**src/rtl/match_selector_if.sv**
```systemverilog
// Handshake and result bundle between the line-count stream, the match
// selector and the downstream result/host side.
interface match_selector_if #(
  parameter int CNT_W = 12,
  parameter int IDX_W = 10
);
  logic             start;
  logic             abort;
  logic [CNT_W-1:0] cnt_in;
  logic             cnt_valid;
  logic [CNT_W-1:0] thresh;
  logic             in_ready;
  logic             busy;
  logic [CNT_W-1:0] best_cnt;
  logic [IDX_W-1:0] best_idx;
  logic             hit;
  logic             done;
  logic             result_valid;

  modport master (
    output start, abort, cnt_in, cnt_valid, thresh,
    input  in_ready, busy, best_cnt, best_idx, hit, done, result_valid
  );

  modport slave (
    input  start, abort, cnt_in, cnt_valid, thresh,
    output in_ready, busy, best_cnt, best_idx, hit, done, result_valid
  );
endinterface

```
**src/rtl/match_selector.sv**
```systemverilog
// Minimum-weight search over NUM_CAND candidate line counts. Reports the
// smallest count, its index and whether it beats the latched threshold.
module match_selector #(
  parameter int CNT_W    = 12,
  parameter int IDX_W    = 10,
  parameter int NUM_CAND = 1024
) (
  input logic             clk,
  input logic             rst_n,
  match_selector_if.slave bus
);

  typedef enum logic [1:0] {IDLE, SCAN, DONE} state_t;

  localparam logic [IDX_W-1:0] LAST_IDX = IDX_W'(NUM_CAND - 1);

  state_t           state_q, state_d;
  logic [IDX_W-1:0] cnt_q, cnt_d;
  logic [CNT_W-1:0] best_cnt_q, best_cnt_d;
  logic [IDX_W-1:0] best_idx_q, best_idx_d;
  logic             hit_q, hit_d;
  logic             done_q, done_d;
  logic             result_valid_q, result_valid_d;
  logic [CNT_W-1:0] thresh_q, thresh_d;

  logic             accept;
  logic             better;
  logic [CNT_W-1:0] cand_cnt;
  logic [IDX_W-1:0] cand_idx;

  // Candidate best after folding in the current sample (first sample always wins, ties keep the earlier index).
  always_comb begin
    accept   = (state_q == SCAN) && bus.cnt_valid;
    better   = (cnt_q == '0) || (bus.cnt_in < best_cnt_q);
    cand_cnt = better ? bus.cnt_in : best_cnt_q;
    cand_idx = better ? cnt_q : best_idx_q;
  end

  // Next-state and result update; abort beats start, start beats normal progress.
  always_comb begin
    state_d        = state_q;
    cnt_d          = cnt_q;
    best_cnt_d     = best_cnt_q;
    best_idx_d     = best_idx_q;
    hit_d          = hit_q;
    done_d         = 1'b0;
    result_valid_d = result_valid_q;
    thresh_d       = thresh_q;

    if (bus.abort) begin
      result_valid_d = 1'b0;
      if (state_q != IDLE) begin
        state_d    = IDLE;
        cnt_d      = '0;
        best_cnt_d = '1;
        best_idx_d = '0;
        hit_d      = 1'b0;
      end
    end else if (bus.start) begin
      state_d        = SCAN;
      cnt_d          = '0;
      best_cnt_d     = '1;
      best_idx_d     = '0;
      hit_d          = 1'b0;
      result_valid_d = 1'b0;
      thresh_d       = bus.thresh;
    end else begin
      case (state_q)
        SCAN: begin
          if (accept) begin
            best_cnt_d = cand_cnt;
            best_idx_d = cand_idx;
            cnt_d      = cnt_q + IDX_W'(1);
            if (cnt_q == LAST_IDX) begin
              state_d        = DONE;
              done_d         = 1'b1;
              result_valid_d = 1'b1;
              hit_d          = (cand_cnt <= thresh_q);
            end
          end
        end
        DONE:    state_d = IDLE;
        default: state_d = state_q;
      endcase
    end
  end

  // State and result registers with synchronous active-low reset.
  always_ff @(posedge clk) begin
    if (!rst_n) begin
      state_q        <= IDLE;
      cnt_q          <= '0;
      best_cnt_q     <= '1;
      best_idx_q     <= '0;
      hit_q          <= 1'b0;
      done_q         <= 1'b0;
      result_valid_q <= 1'b0;
      thresh_q       <= '0;
    end else begin
      state_q        <= state_d;
      cnt_q          <= cnt_d;
      best_cnt_q     <= best_cnt_d;
      best_idx_q     <= best_idx_d;
      hit_q          <= hit_d;
      done_q         <= done_d;
      result_valid_q <= result_valid_d;
      thresh_q       <= thresh_d;
    end
  end

  assign bus.in_ready     = (state_q == SCAN);
  assign bus.busy         = (state_q == SCAN);
  assign bus.best_cnt     = best_cnt_q;
  assign bus.best_idx     = best_idx_q;
  assign bus.hit          = hit_q;
  assign bus.done         = done_q;
  assign bus.result_valid = result_valid_q;

endmodule

```
**src/flat_wrapper.sv**
```systemverilog
// flat-port wrapper written by rule: the top's interface ports become plain ports
module match_selector_flat 
#(
  parameter int CNT_W    = 12,
  parameter int IDX_W    = 10,
  parameter int NUM_CAND = 1024
)
  (clk, rst_n, bus_start, bus_abort, bus_cnt_in, bus_cnt_valid, bus_thresh, bus_in_ready, bus_busy, bus_best_cnt, bus_best_idx, bus_hit, bus_done, bus_result_valid);
  match_selector_if #(.CNT_W(CNT_W), .IDX_W(IDX_W)) bus_i ();
  input logic clk;
  input logic rst_n;
  input wire logic [$bits(bus_i.start)-1:0] bus_start;
  input wire logic [$bits(bus_i.abort)-1:0] bus_abort;
  input wire logic [$bits(bus_i.cnt_in)-1:0] bus_cnt_in;
  input wire logic [$bits(bus_i.cnt_valid)-1:0] bus_cnt_valid;
  input wire logic [$bits(bus_i.thresh)-1:0] bus_thresh;
  output wire logic [$bits(bus_i.in_ready)-1:0] bus_in_ready;
  output wire logic [$bits(bus_i.busy)-1:0] bus_busy;
  output wire logic [$bits(bus_i.best_cnt)-1:0] bus_best_cnt;
  output wire logic [$bits(bus_i.best_idx)-1:0] bus_best_idx;
  output wire logic [$bits(bus_i.hit)-1:0] bus_hit;
  output wire logic [$bits(bus_i.done)-1:0] bus_done;
  output wire logic [$bits(bus_i.result_valid)-1:0] bus_result_valid;
  assign bus_i.start = bus_start;
  assign bus_i.abort = bus_abort;
  assign bus_i.cnt_in = bus_cnt_in;
  assign bus_i.cnt_valid = bus_cnt_valid;
  assign bus_i.thresh = bus_thresh;
  assign bus_in_ready = bus_i.in_ready;
  assign bus_busy = bus_i.busy;
  assign bus_best_cnt = bus_i.best_cnt;
  assign bus_best_idx = bus_i.best_idx;
  assign bus_hit = bus_i.hit;
  assign bus_done = bus_i.done;
  assign bus_result_valid = bus_i.result_valid;
  match_selector #(.CNT_W(CNT_W), .IDX_W(IDX_W), .NUM_CAND(NUM_CAND)) u_core (.clk(clk), .rst_n(rst_n), .bus(bus_i));
endmodule
```
**config.mk**
```make
export PLATFORM = sky130hd
export DESIGN_NAME = match_selector_flat
export DESIGN_NICKNAME = d
export VERILOG_FILES = /design/src/rtl/match_selector_if.sv /design/src/rtl/match_selector.sv /design/src/flat_wrapper.sv
export SDC_FILE = /design/constraint.sdc
export NUM_CORES = 1
export LEC_CHECK = 0
export ABC_AREA = 1
export CAP_MARGIN = 25
export CORE_MARGIN = 3
export CORE_UTILIZATION = 45
export DETAILED_ROUTE_END_ITERATION = 6
export PLACE_DENSITY = 0.71
export SLEW_MARGIN = 20
export SYNTH_ARGS = -nofsm -noshare
export SYNTH_HDL_FRONTEND = slang
export SYNTH_SLANG_ARGS = --single-unit
```
**constraint.sdc**
```tcl
create_clock -name clk -period 4.61 [get_ports clk]
set_clock_uncertainty 0.15 [all_clocks]
set_input_delay 0.922 -clock clk [delete_from_list [all_inputs] [get_ports clk]]
set_output_delay 0.922 -clock clk [all_outputs]
set_load 0.02 [all_outputs]
```
==> run summary <==
The run finished with clean final reports. The repair_antennas step left the layout with diodes totalling 0. The routed length on met3 came out at 386 um.

The critical path goes through clkdlybuf4s50_1, ha_1, nand2_1, nor2_2, nand2_1, nor2_1, nand2_1, nand2_1, nand2_2, nand2_1, o21ai_2, ha_1, nand4_1, nor3_1, nand2_1, nand4_1, nand2_1, a21oi_1, nor2_1. Total number of H-tree levels: 2. STA classifies the critical path endpoint as a register.

On the critical path the largest part of the delay comes from simple AND/OR/NAND/NOR gates. Most repeated library cell on the critical path: sky130_fd_sc_hd__nand2_1. The logs give 0 for the count of final hold-check violations and 4650 ps for the required arrival time at the worst endpoint.

The area fraction in compound gates after synthesis came out at 16.83%. The clock input transition at the sequential cells of the worst setup and hold paths came out at 90 ps. The detail route stage leaves a number of antenna-violating nets equal to 0.

TritonCTS built the clock tree. In the post-synthesis netlist, the biggest area contributors are sky130_fd_sc_hd__dfxtp_1 34%, sky130_fd_sc_hd__ha_1 12%, sky130_fd_sc_hd__inv_1 9.9%. Switching power: 0.2519 mW. The count of routing violations after the opening detailed-route iteration is 128, and the stage delay of the slowest cell on the critical path is 440 ps. The tree is rooted in a sky130_fd_sc_hd__clkbuf_8.

Of the total synthesized cell area, the portion taken by XOR and XNOR cells is 0.3028%. The run gives 22.3% as the power share of the combinational group. Half-perimeter wire length after detailed placement: 5.076 mm.

For the sum of negative setup slack, the log shows 0 ps. The largest net degree at the start of global routing was 25. The number of buffers inserted by port buffering was 55; the post-CTS setup-driven buffer insertion count was 0. From bottom edge to top edge, the die measures 86.18 um.

The initial antenna violation count is 0. The maximum fanout encountered on the critical timing path came out at 24. No sink is reached through more buffers than the 2 on the longest clock path. The quantity of hold-fixing buffers added after cts came out at 0.

The tools report the number of I/O pins as 56. The count of yosys warnings during synthesis is 0. The floorplan step defined a die boundary enclosing 7426 um^2. The critical path is of the input pin to register type. For this design the static power due to leakage is 1.661 nW. The register area share after synthesis is 33.91%, and the mean post-synth cell area is 7.021 um^2. Cell type with the highest aggregate area in the netlist: sky130_fd_sc_hd__dfxtp_1. Once layout is complete, the utilization of the core stands at 58.44%. The top cell types in the final layout, fill and taps aside, are 76 x sky130_fd_sc_hd__inv_1, 72 x sky130_fd_sc_hd__nand2_1, 61 x sky130_fd_sc_hd__nor2_1.

Sequential cells burn 51.4% of the power. Setup repair after global routing left no endpoint under its margin. Clock tree synthesis inserted a total of 5 buffers.

The die is 86.18 um wide. The synthesized instance count is 412, and the clock insertion delay at the later pin of the skew report is 300 ps. The logs give 0 for the number of maximum-capacitance constraint violations and 28 for the row count.

The growth of design area from synthesis to finish works out to 22.45%. STA classifies the critical path startpoint as an input pin. Number of cells on the worst hold path: 1. The switching power share of the total is 28.63%, and the number of gates on the worst path with buffers counted is 19.

For the data arrival time at the worst-slack endpoint, the log shows 3830 ps. The number of sinks on the clock net was 49. After detailed routing, the average wire length per cell comes to 11.97 um. For this run, design rule violations remaining after detail routing come to 0. The logs give 0.0001717 V for the peak supply drop and 26.3% for the part of the total power dissipated in the clock network. For this block, the routed nets add up to 6.428 mm of wire. The initial utilization of the core area, before any placement, comes to 47.73%.

Summing the areas of all fa, ha and maj instances in the mapped netlist gives 12.11% of the synthesized area. Headroom to the max-slew limit came out at 53.56%. The total global routing overflow was 0. For this design the ratio of total power to cell area is 248.4 nW/um^2. The fraction of final layout cells sized beyond drive strength 1 was 6.494%. The synthesized netlist occupies a cell area of 2893 um^2. The post-synthesis register bit count came out at 49. For this block, wires on met1 add up to 3.339 mm. The count of cells resized by post-cts repair was 0. Top routing layer in use: met4. Synthesis instantiated 30 different standard cells from the library. The most common library cell in the layout ignoring fill and taps was sky130_fd_sc_hd__inv_1. Area fraction of the dominant cell type after synthesis: 33.91%.

Fill cells in the final layout number 582. The fmax came out at 0.2640 GHz. The portion of synthesized area spent on multiplexers is 0%.

The tightest min-delay check is of the register to register type. The global-route wire length before repair is 10.95 mm. In the detailed route, the total length drawn on met2 is 2.642 mm. The total area inside the core boundary comes to 6061 um^2. For this run, the detailed router's first-pass iteration total came to 4. The sum of buffers and inverters on the critical path was 1; the total track usage was 18.08%.

The slowest stage of the critical path is the sky130_fd_sc_hd__clkdlybuf4s50_1 cell. Detailed-route vias per instance: 4.823. The main combinational cell family by area after synthesis is simple AND/OR/NAND/NOR gates. The congestion estimate from routability-driven global placement came to 0.7978. The synthesized netlist devotes 23.83% of its cell area to simple gates.

The internal portion of the total power is 0.6280 mW. For the pin with the worst max-slew slack, the measured transition is 694.7 ps. The share of the clock period used by the worst path after layout is 82.17%.

Counting I/O delays and the setup requirement, the final critical path takes 3788 ps. The tools report the number of global-route vias before repair as 2464. When the netlist entered floorplanning its net count stood at 469. The final setup violation count was 0.

In the final design database the tool counted 520 nets. The length in cells of the worst reg-to-reg path was 19. The number of pins with negative max-slew slack in the final report was 0; the vias after detailed routing was 2590.
==> path summary, 6_finish.rpt <==
check / startpoint / to / slack (ps)
min: u_core.bus.result_valid / u_core.bus.result_valid / 320
max reg2reg: u_core.bus.best_cnt[11] / u_core.bus.hit / 1480
min reg2reg: u_core.bus.result_valid / u_core.bus.result_valid / 320
max: bus_cnt_in[11] / u_core.bus.hit / 820
==> per-stage QoR <==
stage / hold WS [ps] / cell area (um^2) / total power [mW] / cells / worst slack (ps)
after global placement: 290.3 / 3468 / 0.6548 / 531 / 703.2
after floorplan: 284.7 / 2893 / 0.5852 / 412 / 1446
final: 319.6 / 3542 / 0.8799 / 537 / 821.9
after detailed placement: 293.2 / 3468 / 0.6580 / 531 / 506.5
after CTS: 317.8 / 3542 / 0.8901 / 537 / 827.1
after global routing: 343.5 / 3542 / 0.9329 / 537 / 524.6
==> worst register-to-register path: stages, from the launching register on <==
cell and delay [ps]:
sky130_fd_sc_hd__dfxtp_1 360, sky130_fd_sc_hd__inv_1 70, sky130_fd_sc_hd__ha_1 300, sky130_fd_sc_hd__nand2_1 80, sky130_fd_sc_hd__nor2_2 130, sky130_fd_sc_hd__nand2_1 70
sky130_fd_sc_hd__nor2_1 90, sky130_fd_sc_hd__nand2_1 60, sky130_fd_sc_hd__nand2_1 90, sky130_fd_sc_hd__nand2_2 300, sky130_fd_sc_hd__nand2_1 180, sky130_fd_sc_hd__o21ai_2 80
sky130_fd_sc_hd__ha_1 320, sky130_fd_sc_hd__nand4_1 120, sky130_fd_sc_hd__nor3_1 220, sky130_fd_sc_hd__nand2_1 80, sky130_fd_sc_hd__nand4_1 80, sky130_fd_sc_hd__nand2_1 50
sky130_fd_sc_hd__a21oi_1 130, sky130_fd_sc_hd__nor2_1 50
==> sequential cells by signal (all words and copies together), names as in the netlist <==
| name | count |
|---|---|
| u_core.bus.result_valid | 1 |
| u_core.state_q | 2 |
| u_core.thresh_q | 12 |
| u_core.bus.done | 1 |
| u_core.bus.best_cnt | 12 |
| u_core.cnt_q | 10 |
| u_core.bus.best_idx | 10 |
| u_core.bus.hit | 1 |
==> layer usage <==
metal  vias up  global-route usage [%]
met5         -                       0
met2        58                   27.12
met3         4                   3.232
met1      1141                   26.76
li1       1387                       -
met4         0                   4.674
==> power by group through the flow <==
stage,clock (mW),combinational (mW),sequential (mW)
floorplan,0,0.112,0.473
global placement,0,0.193,0.462
detailed placement,0,0.196,0.462
CTS,0.241,0.197,0.452
global route,0.257,0.221,0.455
finish,0.232,0.196,0.452
==> final cells by class <==
cell class	instances	area (um^2)	share of cell area [%]
Multi-Input combinational cell	271	1535	43.34
Sequential cell	49	980.9	27.69
Timing Repair Buffer	56	558.0	15.75
Inverter	80	300.3	8.478
Tap cell	75	93.84	2.649
Clock buffer	5	68.82	1.943
Clock inverter	1	5.005	0.1413
==> kinds of logic (layout without fill, tap and decap cells) <==
kind of cell,count (synthesis),after routing
AOI/OAI and AO/OA,79,79
xor gates and xnor gates,1,1
adders and majority gates,28,28
buffers and inverters,92,142
DFF,49,49
and+or+nand+nor,163,163
==> synth_stat cells, drive strengths merged <==
cell,count
inv,80
nand2,74
nor2,65
dfxtp,49
o21ai,34
a21oi,32
ha,28
o21bai,11
buf,9
nor3,8
nand3,7
nand4,5
clkbuf,3
nor4,2
a21o,1
nor3b,1
o22ai,1
or2,1
xor2,1
Power figures use the tool's default switching activity.
==> edit 1: new RTL, same flow settings <==
`IDX_W` is set to 10 in 3 places; all go to 11.
--- a/src/rtl/match_selector_if.sv
+++ b/src/rtl/match_selector_if.sv
@@ -3,5 +3,5 @@
 interface match_selector_if #(
   parameter int CNT_W = 12,
-  parameter int IDX_W = 10
+  parameter int IDX_W = 11
 );
   logic             start;
--- a/src/rtl/match_selector.sv
+++ b/src/rtl/match_selector.sv
@@ -3,5 +3,5 @@
 module match_selector #(
   parameter int CNT_W    = 12,
-  parameter int IDX_W    = 10,
+  parameter int IDX_W    = 11,
   parameter int NUM_CAND = 1024
 ) (
--- a/src/flat_wrapper.sv
+++ b/src/flat_wrapper.sv
@@ -3,5 +3,5 @@
 #(
   parameter int CNT_W    = 12,
-  parameter int IDX_W    = 10,
+  parameter int IDX_W    = 11,
   parameter int NUM_CAND = 1024
 )
Interface: changed (resized bus_best_idx); port bits go from 56 to 57. No check against the original RTL was run, so the function may have changed too.
==> edit 1 against the unedited design <==
- wire length is 11% higher
- synthesized cell count decreased by 1.9%
- total power grew 14%
- final area grew 4.2%
- setup slack better by 0.16 ns
- sequential cell count increased by 2
- global-route usage is 1.6 points higher
- synthesized area increased by 3.1%
- fmax is 4.5% higher
- non-clock buffer count is 1 higher
- core utilization is 0.63 points lower
- via count up 5.0%
- critical endpoint unchanged
==> edit 1: results (changes against the unedited design) <==
HPWL Detailed 5349 um (was 5076 um); vias in the first global route 2,641 (was 2,464); PortBufs 56 (was 55); WHS 0.3201 ns (was 0.3196 ns); clock root cell clkbuf_8 (unchanged); fillers 620 (was 582); Max-slew headroom 0.5788 (was 0.5356); Worst Reg2Reg Path Length in Cells 18 (was 19); drt via density 5.111 (was 4.823); Worst Hold Path Cells 2 (was 1); GP Congestion 0.8294 (was 0.7978); R2R setup slack 1.63 ns (was 1.48 ns); WHS Endpoint u_core.thresh_q[1] (was u_core.bus.result_valid); CP Class in -> reg (unchanged); layout cell share with drive strength beyond 1 0.1209 (was 0.06494); reg2reg end u_core.bus.hit (unchanged); Final #Nets 511 (was 520); Routed WL 7109 um (was 6428 um); Post-CTS Resized 0 (unchanged); Total Routing Usage GR 0.1964 (was 0.1808); VDD IR max 0.1846 mV (was 0.1717 mV); Mapped Nets 461 (was 469); status complete, no violations (unchanged); post-synthesis sequential area ratio 0.3424 (was 0.3391); Yosys cell types 32 (was 30); Hold Path Origin u_core.thresh_q[1] (was u_core.bus.result_valid); RR Startpoint u_core.bus.best_cnt[11] (unchanged); P_leak 1.663 nW (was 1.661 nW); first-pass GRT wire length 11,970 um (was 10,950 um); crit path max fanout 26 (was 24); clk_lat worst skew 0.32 ns (was 0.30 ns); Commonest cells post-synth 64 x inv_1, 64 x nand2_1, 51 x dfxtp_1 (was 76 x inv_1, 72 x nand2_1, 61 x nor2_1); Top delay family on crit path simple AND/OR/NAND/NOR gates (unchanged); Net Sw Frac 0.2582 (was 0.2863); largest net degree at the start of global routing 35 (was 25); worst hold path type reg -> reg (unchanged); top area cells in the synthesized netlist dfxtp_1 34%, ha_1 12%, inv_1 8.1%, nand2_1 8.1%, a21oi_1 5.2% (was dfxtp_1 34%, ha_1 12%, inv_1 9.9%, nand2_1 9.3%, nor2_1 7.9%); CTS buffer count 5 (unchanged); Clk pwr share 0.374 (was 0.263); initial drt markers 109 (was 128); antenna diode count 0 (unchanged); seq pwr 0.461 mW (was 0.452 mW); delay of the slowest cell on the worst path 0.46 ns (was 0.44 ns); CTS H-Tree Depth 2 (unchanged); CP arrival 3.73 ns (was 3.83 ns); P per Cell Area 270.6 mW/mm^2 (was 248.4 mW/mm^2)
[edit 1: tightest hold or removal path: stages (launching register included)]
cell and delay [ns]:
dfxtp_1 0.31, inv_1 0.06, a21oi_1 0.06
[edit 1: area by class of cell]
type / instances / area (um^2) / share of cell area
Timing Repair Buffer: 57 / 568.0 / 0.1538
Clock inverter: 2 / 60.06 / 0.01627
Sequential cell: 51 / 1021 / 0.2765
Inverter: 70 / 262.8 / 0.07116
Tap cell: 77 / 96.34 / 0.02609
Clock buffer: 6 / 72.57 / 0.01965
Multi-Input combinational cell: 269 / 1612 / 0.4365
[edit 1: logic make-up (layout without fill, tap and decap cells)]
family | Yosys count | in the layout | synth area share
buffers and inverters | 84 | 135 | 0.1171
and+or+nand+nor | 151 | 151 | 0.2321
AOI/OAI and AO/OA | 89 | 89 | 0.1880
xor gates and xnor gates | 1 | 1 | 0.002938
DFF | 51 | 51 | 0.3424
adders and majority gates | 28 | 28 | 0.1175
[edit 1: routing by layer]
| metal | part of all wire | up-vias | track usage |
|---|---|---|---|
| met5 | 0 | - | 0 |
| met4 | 0.019 | 0 | 0.06276 |
| met1 | 0.47 | 1250 | 0.2614 |
| met2 | 0.47 | 51 | 0.3205 |
| met3 | 0.044 | 11 | 0.03595 |
| li1 | - | 1407 | - |
[edit 1: stage by stage]
step                      cells  utilization  area, um^2  setup slack, ns
after floorplan             404            -        2982            1.501
after global placement      524       0.5574        3560           0.8236
after detailed placement    524       0.5574        3560           0.6905
after CTS                   532       0.5782        3692           0.9975
after global routing        532       0.5782        3692           0.7173
final                       532       0.5782        3692           0.9841
[edit 1: worst max path at each step]
stage                           to
global route        u_core.bus.hit
CTS                 u_core.bus.hit
finish              u_core.bus.hit
floorplan           u_core.bus.hit
detailed placement  u_core.bus.hit
global placement    u_core.bus.hit
==> edit 2: new RTL, same settings <==
Without the edit above. Encoding of `state_t`: now one-hot (3 bits for 3 states).
--- a/src/rtl/match_selector.sv
+++ b/src/rtl/match_selector.sv
@@ -11,5 +11,5 @@
 );
 
-  typedef enum logic [1:0] {IDLE, SCAN, DONE} state_t;
+  typedef enum logic [2:0] {IDLE = 3'b001, SCAN = 3'b010, DONE = 3'b100} state_t;
 
   localparam logic [IDX_W-1:0] LAST_IDX = IDX_W'(NUM_CAND - 1);
Check against the original RTL: no difference found for any inputs over 10 cycles, from zero or initial values and one cycle with rst_n low; not proved beyond that.
==> edit 2 against the unedited design <==
- core utilization is 0.37 points lower
- combinational power grew 21%
- sequential cell count rose by 1
- global-route usage up 1.1 points
- synthesized area grew 4.6%
- setup slack better by 0.19 ns
- total power grew 18%
- count of clock-buffer cells in the layout is the same
- synthesized cell count grew 7.0%
- non-clock buffer count up 1
- final area grew 5.3%
- wire length grew 7.1%
- largest power group unchanged
- critical path depth unchanged
- cell count up 6.0%
==> edit 2: results (changes against the unedited design) <==
Final #Nets 545 (was 520); Commonest cells post-synth 102 x nand2_1, 58 x inv_1, 50 x dfxtp_1 (was 76 x inv_1, 72 x nand2_1, 61 x nor2_1); Synth Area in Adders 0.1034 (was 0.1211); CP arrival 3.66 ns (was 3.83 ns); vias in the first global route 2,651 (was 2,464); status complete, no violations (unchanged); initial antenna violation count 0 (unchanged); syn_area_per_cell 6.860 um^2 (was 7.021 um^2); combinational cell power 0.238 mW (was 0.196 mW); crit path max fanout 12 (was 24); layout cell share with drive strength beyond 1 0.1077 (was 0.06494); post-synthesis mux area share 0 (unchanged); antenna diode count 0 (unchanged); placed cell count 561 (was 531); Total Routing Usage GR 0.1923 (was 0.1808); Yosys cell types 31 (was 30); worst hold path type reg -> reg (unchanged); PortBufs 55 (unchanged); top-count cell post-synth nand2_1 (was inv_1); HPWL Detailed 5240 um (was 5076 um); Post-Place Worst Slack 0.7001 ns (was 0.5065 ns); fillers 630 (was 582); Clock group 0.328 mW (was 0.232 mW); number of iterations in the first detailed-routing pass 4 (unchanged); total power draw 1.038 mW (was 0.8799 mW); first-pass GRT wire length 11,920 um (was 10,950 um); slowest CP cell clkdlybuf4s50_1 (unchanged); delay of the slowest cell on the worst path 0.44 ns (about the same); top area cells in the synthesized netlist dfxtp_1 33%, nand2_1 13%, ha_1 10%, inv_1 7.2%, nor2_1 6.0% (was dfxtp_1 34%, ha_1 12%, inv_1 9.9%, nand2_1 9.3%, nor2_1 7.9%); Least-Margin Pin Slew 0.5908 ns (was 0.6947 ns); clk_lat worst skew 0.31 ns; initial drt markers 154 (was 128); GP Congestion 0.8685 (was 0.7978); Post-CTS Resized 0 (unchanged); P_leak 1.714 nW (was 1.661 nW); CTS H-Tree Depth 2 (unchanged); final hold vios 0 (unchanged); Synth Area in Compound Gates 0.1282 (was 0.1683); Slew Viols, Final 0 (unchanged); Synth Area in XOR/XNOR 0.002895 (was 0.003028); Pint 0.7196 mW (was 0.6280 mW); non-filler instance count after layout 569 (was 537); register clock-pin slew on the reported worst setup and hold paths ~0.1 ns; Top delay family on crit path simple AND/OR/NAND/NOR gates (unchanged); Post-synth ARST share 0 (unchanged); CTS buffer count 5 (unchanged); post-synthesis sequential area ratio 0.3309 (was 0.3391); Mapped Nets 495 (was 469); CTS Buffer Depth 2 (unchanged); clock root cell clkbuf_8 (unchanged); via count 2,763 (was 2,590); Final setup viols 0 (unchanged); largest net degree at the start of global routing 25 (unchanged); synthesis warning total 0 (unchanged); Routed WL 6882 um (was 6428 um); Post-CTS Setup Inserts 0 (unchanged); VDD IR max 0.1613 mV (was 0.1717 mV)
==> edit 2: kinds of logic (layout without fill, tap and decap cells) <==
logic type | after synthesis | count (layout)
simple gates | 206 | 206
buf+inv | 92 | 143
compound gates | 67 | 67
flops | 50 | 50
fa+ha+maj | 25 | 25
xor+xnor | 1 | 1
==> edit 2: cell type report <==
cell class / instances / area (um^2) / area share
Clock inverter: 3 / 47.55 / 0.01275
Inverter: 78 / 295.3 / 0.07917
Timing Repair Buffer: 57 / 565.5 / 0.1516
Clock buffer: 5 / 68.82 / 0.01845
Sequential cell: 50 / 1001 / 0.2684
Multi-Input combinational cell: 299 / 1655 / 0.4438
Tap cell: 77 / 96.34 / 0.02583
==> edit 2: routing by layer <==
layer	vias up	global-route usage	wire [um]
met5	-	0	0
met4	0	0.05718	83
met3	7	0.03669	332
met2	64	0.2973	2891
met1	1194	0.2716	3575
li1	1498	-	-
==> edit 2: worst paths after layout <==
check,cells after the start,to,slack (ns),startpoint
worst min-delay path,2,u_core.thresh_q[3],0.33,u_core.thresh_q[3]
worst max register to register,16,u_core.bus.hit,1.48,u_core.cnt_q[0]
worst max-delay path,19,u_core.bus.hit,1.01,bus_cnt_in[11]
worst min register to register,2,u_core.thresh_q[3],0.33,u_core.thresh_q[3]
==> edit 2: worst min-delay path, cell delays in order, from the launching register on <==
cell,delay [ns]
dfxtp_1,0.31
inv_1,0.07
a21oi_1,0.06
==> edit 2: metrics by stage <==
stage	instance area [um^2]	hold slack, ns
after floorplan	3025	0.2848
after global placement	3613	0.3037
after detailed placement	3613	0.3173
after CTS	3730	0.3314
after global routing	3730	0.3596
final	3730	0.3301
